==> config.mk <==
export PLATFORM = sky130hd
export DESIGN_NAME = bin2bcd_seq
export DESIGN_NICKNAME = d
export VERILOG_FILES = /design/src/rtl/bin2bcd_seq.sv
export SDC_FILE = /design/constraint.sdc
export NUM_CORES = 1
export LEC_CHECK = 0
export BUFFER_PORTS_ARGS = -buffer_cell sky130_fd_sc_hd__buf_4
export CAP_MARGIN = 15
export CORE_MARGIN = 5
export CORE_UTILIZATION = 31
export CTS_CLUSTER_SIZE = 12
export DETAILED_ROUTE_END_ITERATION = 10
export MAX_ROUTING_LAYER = met4
export PLACE_DENSITY = 0.5
export SLEW_MARGIN = 20
export SYNTH_ARGS = -nofsm -noshare
export SYNTH_HDL_FRONTEND = slang
export SYNTH_SLANG_ARGS = --single-unit
export TNS_END_PERCENT = 20
==> constraint.sdc <==
create_clock -name clk -period 4.4 [get_ports clk]
set_clock_uncertainty 0.2 [all_clocks]
set_input_delay 0.88 -clock clk [delete_from_list [all_inputs] [get_ports clk]]
set_output_delay 0.88 -clock clk [all_outputs]
set_load 0.005 [all_outputs]
==> src/rtl/bin2bcd_seq.sv <==
// Sequential binary-to-BCD converter (shift-and-add-3), one input bit per clock.
// Holds the last result in output registers and signals completion with a one-cycle done pulse.
module bin2bcd_seq #(
  parameter int IN_W = 32,
  parameter int DIG  = 10
) (
  input  logic              clk,
  input  logic              rst,
  input  logic              start,
  input  logic [IN_W-1:0]   bin,
  output logic              busy,
  output logic              done,
  output logic [4*DIG-1:0]  bcd,
  output logic [3:0]        out_one,
  output logic [3:0]        out_ten,
  output logic              over99
);

  localparam int CW = $clog2(IN_W + 1);

  typedef enum logic [0:0] {
    IDLE  = 1'b0,
    SHIFT = 1'b1
  } state_e;

  state_e           state_q;
  logic [IN_W-1:0]  bin_q, bin_d;
  logic [4*DIG-1:0] scr_q, scr_adj, scr_d;
  logic [CW-1:0]    cnt_q;
  logic             busy_q, done_q, over99_q;
  logic [4*DIG-1:0] bcd_q;

  // NOTE: every variable written in always_comb gets a default first, so no path can infer a latch.
  always_comb begin
    scr_adj = scr_q;
    for (int i = 0; i < DIG; i++) begin
      if (scr_q[4*i +: 4] >= 4'd5) begin
        scr_adj[4*i +: 4] = scr_q[4*i +: 4] + 4'd3;
      end
    end
    scr_d = {scr_adj[4*DIG-2:0], bin_q[IN_W-1]};
    bin_d = {bin_q[IN_W-2:0], 1'b0};
  end

  // NOTE: sequential state uses non-blocking assignments only, so every register samples pre-edge values.
  always_ff @(posedge clk or posedge rst) begin
    if (rst) begin
      state_q  <= IDLE;
      bin_q    <= '0;
      scr_q    <= '0;
      cnt_q    <= '0;
      busy_q   <= 1'b0;
      done_q   <= 1'b0;
      bcd_q    <= '0;
      over99_q <= 1'b0;
    end else begin
      done_q <= 1'b0;
      case (state_q)
        IDLE: begin
          if (start) begin
            bin_q   <= bin;
            scr_q   <= '0;
            cnt_q   <= CW'(IN_W);
            busy_q  <= 1'b1;
            state_q <= SHIFT;
          end
        end
        SHIFT: begin
          scr_q <= scr_d;
          bin_q <= bin_d;
          cnt_q <= cnt_q - CW'(1);
          if (cnt_q == CW'(1)) begin
            bcd_q    <= scr_d;
            over99_q <= |scr_d[4*DIG-1:8];
            done_q   <= 1'b1;
            busy_q   <= 1'b0;
            state_q  <= IDLE;
          end
        end
        default: state_q <= IDLE;
      endcase
    end
  end

  assign busy    = busy_q;
  assign done    = done_q;
  assign bcd     = bcd_q;
  assign over99  = over99_q;
  assign out_one = bcd_q[3:0];
  assign out_ten = bcd_q[7:4];

endmodule

* Word level (Yosys, flattened, before mapping)
Index checks and enable logic that the tools add are counted.
Operators by class: multiplexer cells 24, bitwise operators 1, reduce and logical (&&, ||, !) cells 3, equality and inequality tests 3, add/subtract/negate cells 11, magnitude comparators 10
Operator list (count):
- $pmux 40 s2 | 1
- $pmux 32 s2 | 1
- $ge 4x3->1 const B | 10
- $mux 40 | 1
- $add 4x2->4 const B | 9
- $mux 4 | 9
- $mux 32 | 1
- $reduce_or 32->1 | 1
- $pmux 6 s2 | 1
- $eq 6x1->1 const B | 1
- $mux 1 | 6
- $mux 6 | 1
- $sub 6x1->6 const B | 1
- $pmux 1 s2 | 2
- $reduce_and 2->1 | 2
- $add 3x2->3 const B | 1
- $mux 3 | 1
- $ne 2x1->1 const B | 1
- $ne 2x2->1 const B | 1
- $not 1->1 | 1
Storage, ports and cells: flip-flop bits (word level) 122, word-level logic and storage cells 60, output and inout bits 51

* Longest topological paths before layout
depth in word-level cells 3, gate-level depth with buffers 8, depth with buffers taken out 8

* Least setup slack after synthesis
OpenSTA, ideal clock, no wires.
path kind register to register, from register scr_q[20], to register over99_q, in the netlist over99, setup time 126 ps, path slack 2185 ps, cell stages (with the launch flop) 9, path buffers 0, required time 4074 ps, arrival time 1889 ps, cell sequence dfrtp_1 -> inv_1 -> ha_1 -> nand2b_1 -> a21oi_1 -> nor2b_1 -> a22oi_1 -> or4_1 -> o32a_1
Between the ends: cells in the longest elaborated chain, start to end 3
Ends and longest elaborated chain:
- start: declaration | line 28 | logic [4*DIG-1:0] scr_q, scr_adj, scr_d;
- start signal: assignment | line 69 | scr_q <= scr_d;
- $add 4x2->4 or $ge 4x3->1 (tied branches) | line 38, 37
- $mux 4 * | line 37 | if (scr_q[4*i +: 4] >= 4'd5) begin
- $reduce_or 32->1 * | line 74 | over99_q <= |scr_d[4*DIG-1:8];
- end signal: assignment | line 74
- end: declaration | line 30 | logic busy_q, done_q, over99_q;
Mark *: on every way between the ends. The rest lies on a longest branch, timed or not. A chain may end at the register's enable or synchronous reset.

* Worst setup path after layout
from register state_q, to register over99_q, in the netlist over99
Between the ends: cells in the longest elaborated chain, start to end 1
Ends and longest elaborated chain:
- start: declaration | line 26 | state_e state_q;
- start signal: assignment | line 48 | state_q <= IDLE;
- start signal: assignment | line 65 | state_q <= SHIFT;
- start signal: assignment | line 77 | state_q <= IDLE;
- $reduce_and 2->1 (no line)
No other way between the ends.

==> metrics.cfg <==
[outcome]
status = finished, final reports clean

[clock_network]
cts_tree = yes
cts_buffer_depth = 2
cts_root_buf = clkbuf_16
cts.reportedPaths.clkPinSlew_ns = 0.06
cts_buffers = 17
clock_sinks = 122
cts-hold-fix-buffers = 0
post_cts_buffers = 0
insertion_delay_ns = 0.42
h-tree-depth = 4
post_cts_resized = 0

[min_path]
hold_depth = 2
whs_endpoint = bcd[33]$_DFFE_PP0P_
hp-start = bcd[33]$_DFFE_PP0P_
holdCritPathClass = reg -> reg

[floorplan]
die_h_um = 150
io_pins = 86
die_area_um2 = 22400
row_count = 51
die_x_um = 150
start_util = 0.312
core_area_um2 = 19300

[grt]
antenna_found_initial = 0
groute.usage.overall = 0.143
grt_pass1_wl_um = 24700
grt_max_degree = 85
grt_pass1_vias = 4880
grt_remaining_overflow = 0

[sta]
timing.final.ws_setup_ns = 1.85
rsz0062_at_grt = false
slew_headroom = 0.456
hold_viol = 0
finalMaxSlewViolations = 0
worst_pin_slew_ns = 0.817
max_freq_ghz = 0.391
setup_viol = 0
fin_crit_sh = 0.581
tns_ns = 0
period_needed_ns = 2.55

[routing]
num_vias = 4714
wl_per_cell_um = 14.5
drc_errors = 0
avgViaCountPerCell = 4.70
ant_nets = 0
drt_iter0_drc = 217
dr.pass1.iters = 6
routed_wl_um = 14600

[synthesis]
synth_seq_cells = 122
synth_area_per_cell_um2 = 9.17
syn_inst = 658
syn_area_um2 = 6030
synth_top_flop_cell = dfrtp_1
ys_types = 39
synth_warnings = 0
async_flop_share = 1.00
synth_edf_count = 0
ys_seq_area_frac = 0.506
mappedNetlistNets = 715

[layout]
layout_common_cells = nand2_1 (173), dfrtp_1 (121), buf_4 (88)
drive_above_1_share = 0.183
final_common_cell = nand2_1
syn2layout_area_growth_pct = 24.0
final_nets = 782
utilization = 0.387
fillerInstances = 1944
num_antenna_cells = 0

[setup_path]
required_ns = 4.50
r2r_cells = 6
path_delay_family = flip-flops
slowest_stage = dfrtp_4
path_max_fanout = 42
cp.arrival_ns = 2.65
r2r-start = state_q$_DFF_PP0_
cpMostUsedCell = and3_1
cpPeakStageDelay_ns = 0.69
end_kind = flip-flop
path_class = reg -> reg
critPathLaunchType = flip-flop
path_cells = nand4b_2 -> inv_2 -> and3_1 -> and3_1 -> nand4_1 -> o32a_1
cp_num_buf_inv = 1
worstReg2RegEnd = over99$_DFFE_PP0P_
r2r_setup_slack_ns = 1.85

[placed_design]
place_congestion = 0.783
portBuffers = 85
dp_slack_ns = 1.83
place_hpwl_um = 9850

[power]
ir_drop_mv = 0.276
leakage_nw = 3.65
p_total_mw = 5.76
p_per_area_nw_per_um2 = 771

[run]
max_cap_violations = 0

worst max path at each step:
| stage | startpoint | end | slack (ns) | depth (start not counted) |
|---|---|---|---|---|
| after floorplan | rst | bcd[0]$_DFFE_PP0P_ | 0.08 | 1 |
| after global placement | start | cnt_q[2]$_DFFE_PP0P_ | 1.81 | 4 |
| after detailed placement | state_q$_DFF_PP0_ | over99$_DFFE_PP0P_ | 1.83 | 6 |
| after CTS | state_q$_DFF_PP0_ | over99$_DFFE_PP0P_ | 1.82 | 6 |
| after global routing | state_q$_DFF_PP0_ | over99$_DFFE_PP0P_ | 1.67 | 6 |
| final | state_q$_DFF_PP0_ | over99$_DFFE_PP0P_ | 1.85 | 6 |
layer usage:
| layer | up-vias | track usage | part of all wire |
|---|---|---|---|
| met5 | - | - | 0 |
| met4 | 0 | 0.0485 | 0.014 |
| met3 | 16 | 0.0376 | 0.052 |
| met2 | 88 | 0.220 | 0.46 |
| met1 | 2268 | 0.185 | 0.48 |
| li1 | 2342 | - | - |
cells by family (layout without fill, tap and decap cells):
| group | after synthesis | in the layout | synth area share |
|---|---|---|---|
| XOR/XNOR | 10 | 10 | 0.0145 |
| AND/OR/NAND/NOR | 251 | 251 | 0.179 |
| buffers and inverters | 69 | 149 | 0.0485 |
| flip-flops | 122 | 122 | 0.506 |
| multiplexers | 39 | 39 | 0.0649 |
| adder cells (fa/ha/maj) | 22 | 22 | 0.0456 |
| AO/OA/AOI/OAI | 145 | 145 | 0.141 |
state kept, by name, indices dropped and copies added (netlist names):
| signal | count |
|---|---|
| bcd | 40 |
| bin_q | 32 |
| busy | 1 |
| cnt_q | 6 |
| done | 1 |
| over99 | 1 |
| scr_q | 40 |
| state_q | 1 |
power by group:
| part | total (mW) | switching, mW | internal [mW] |
|---|---|---|---|
| sequential | 2.00 | 0.390 | 1.61 |
| combinational | 2.33 | 1.28 | 1.05 |
| clock | 1.44 | 0.529 | 0.906 |
worst register-to-register path, stage by stage (launching register included):
cell	delay (ns)
dfrtp_4	0.69
nand4b_2	0.18
inv_2	0.50
and3_1	0.28
and3_1	0.15
nand4_1	0.08
o32a_1	0.36
cell type report:
cell class | count | area (µm²) | area share
flip-flops and latches | 122 | 3060 | 0.409
multi-input cells | 467 | 2690 | 0.360
repair buffers | 89 | 681 | 0.0910
clock buffers | 18 | 439 | 0.0587
well taps | 265 | 332 | 0.0443
clock inverters | 14 | 174 | 0.0232
inverters | 28 | 108 | 0.0144
per-stage QoR:
step / hold slack [ns] / cells / cell area (µm²)
6_report: 0.276 / 1003 / 7480
5_1_grt: 0.304 / 1003 / 7480
4_1_cts: 0.283 / 1003 / 7480
3_5_place_dp: 0.263 / 971 / 6870
3_3_place_gp: 0.264 / 971 / 6870
2_1_floorplan: 0.237 / 658 / 6030
synthesized netlist by cell type, types with 8 or more instances:
cell,n,share of area
xnor2_1,10,0.015
dfrtp_1,122,0.51
inv_1,26,0.016
o31ai_1,16,0.020
o21ai_1,12,0.010
buf_4,8,0.010
a21oi_1,24,0.020
nor2_1,27,0.017
clkbuf_1,26,0.016
nand2_1,173,0.11
o21ai_0,62,0.051
nand2b_1,16,0.017
ha_1,22,0.046
mux2i_1,38,0.063
Power figures use the tool's default switching activity.
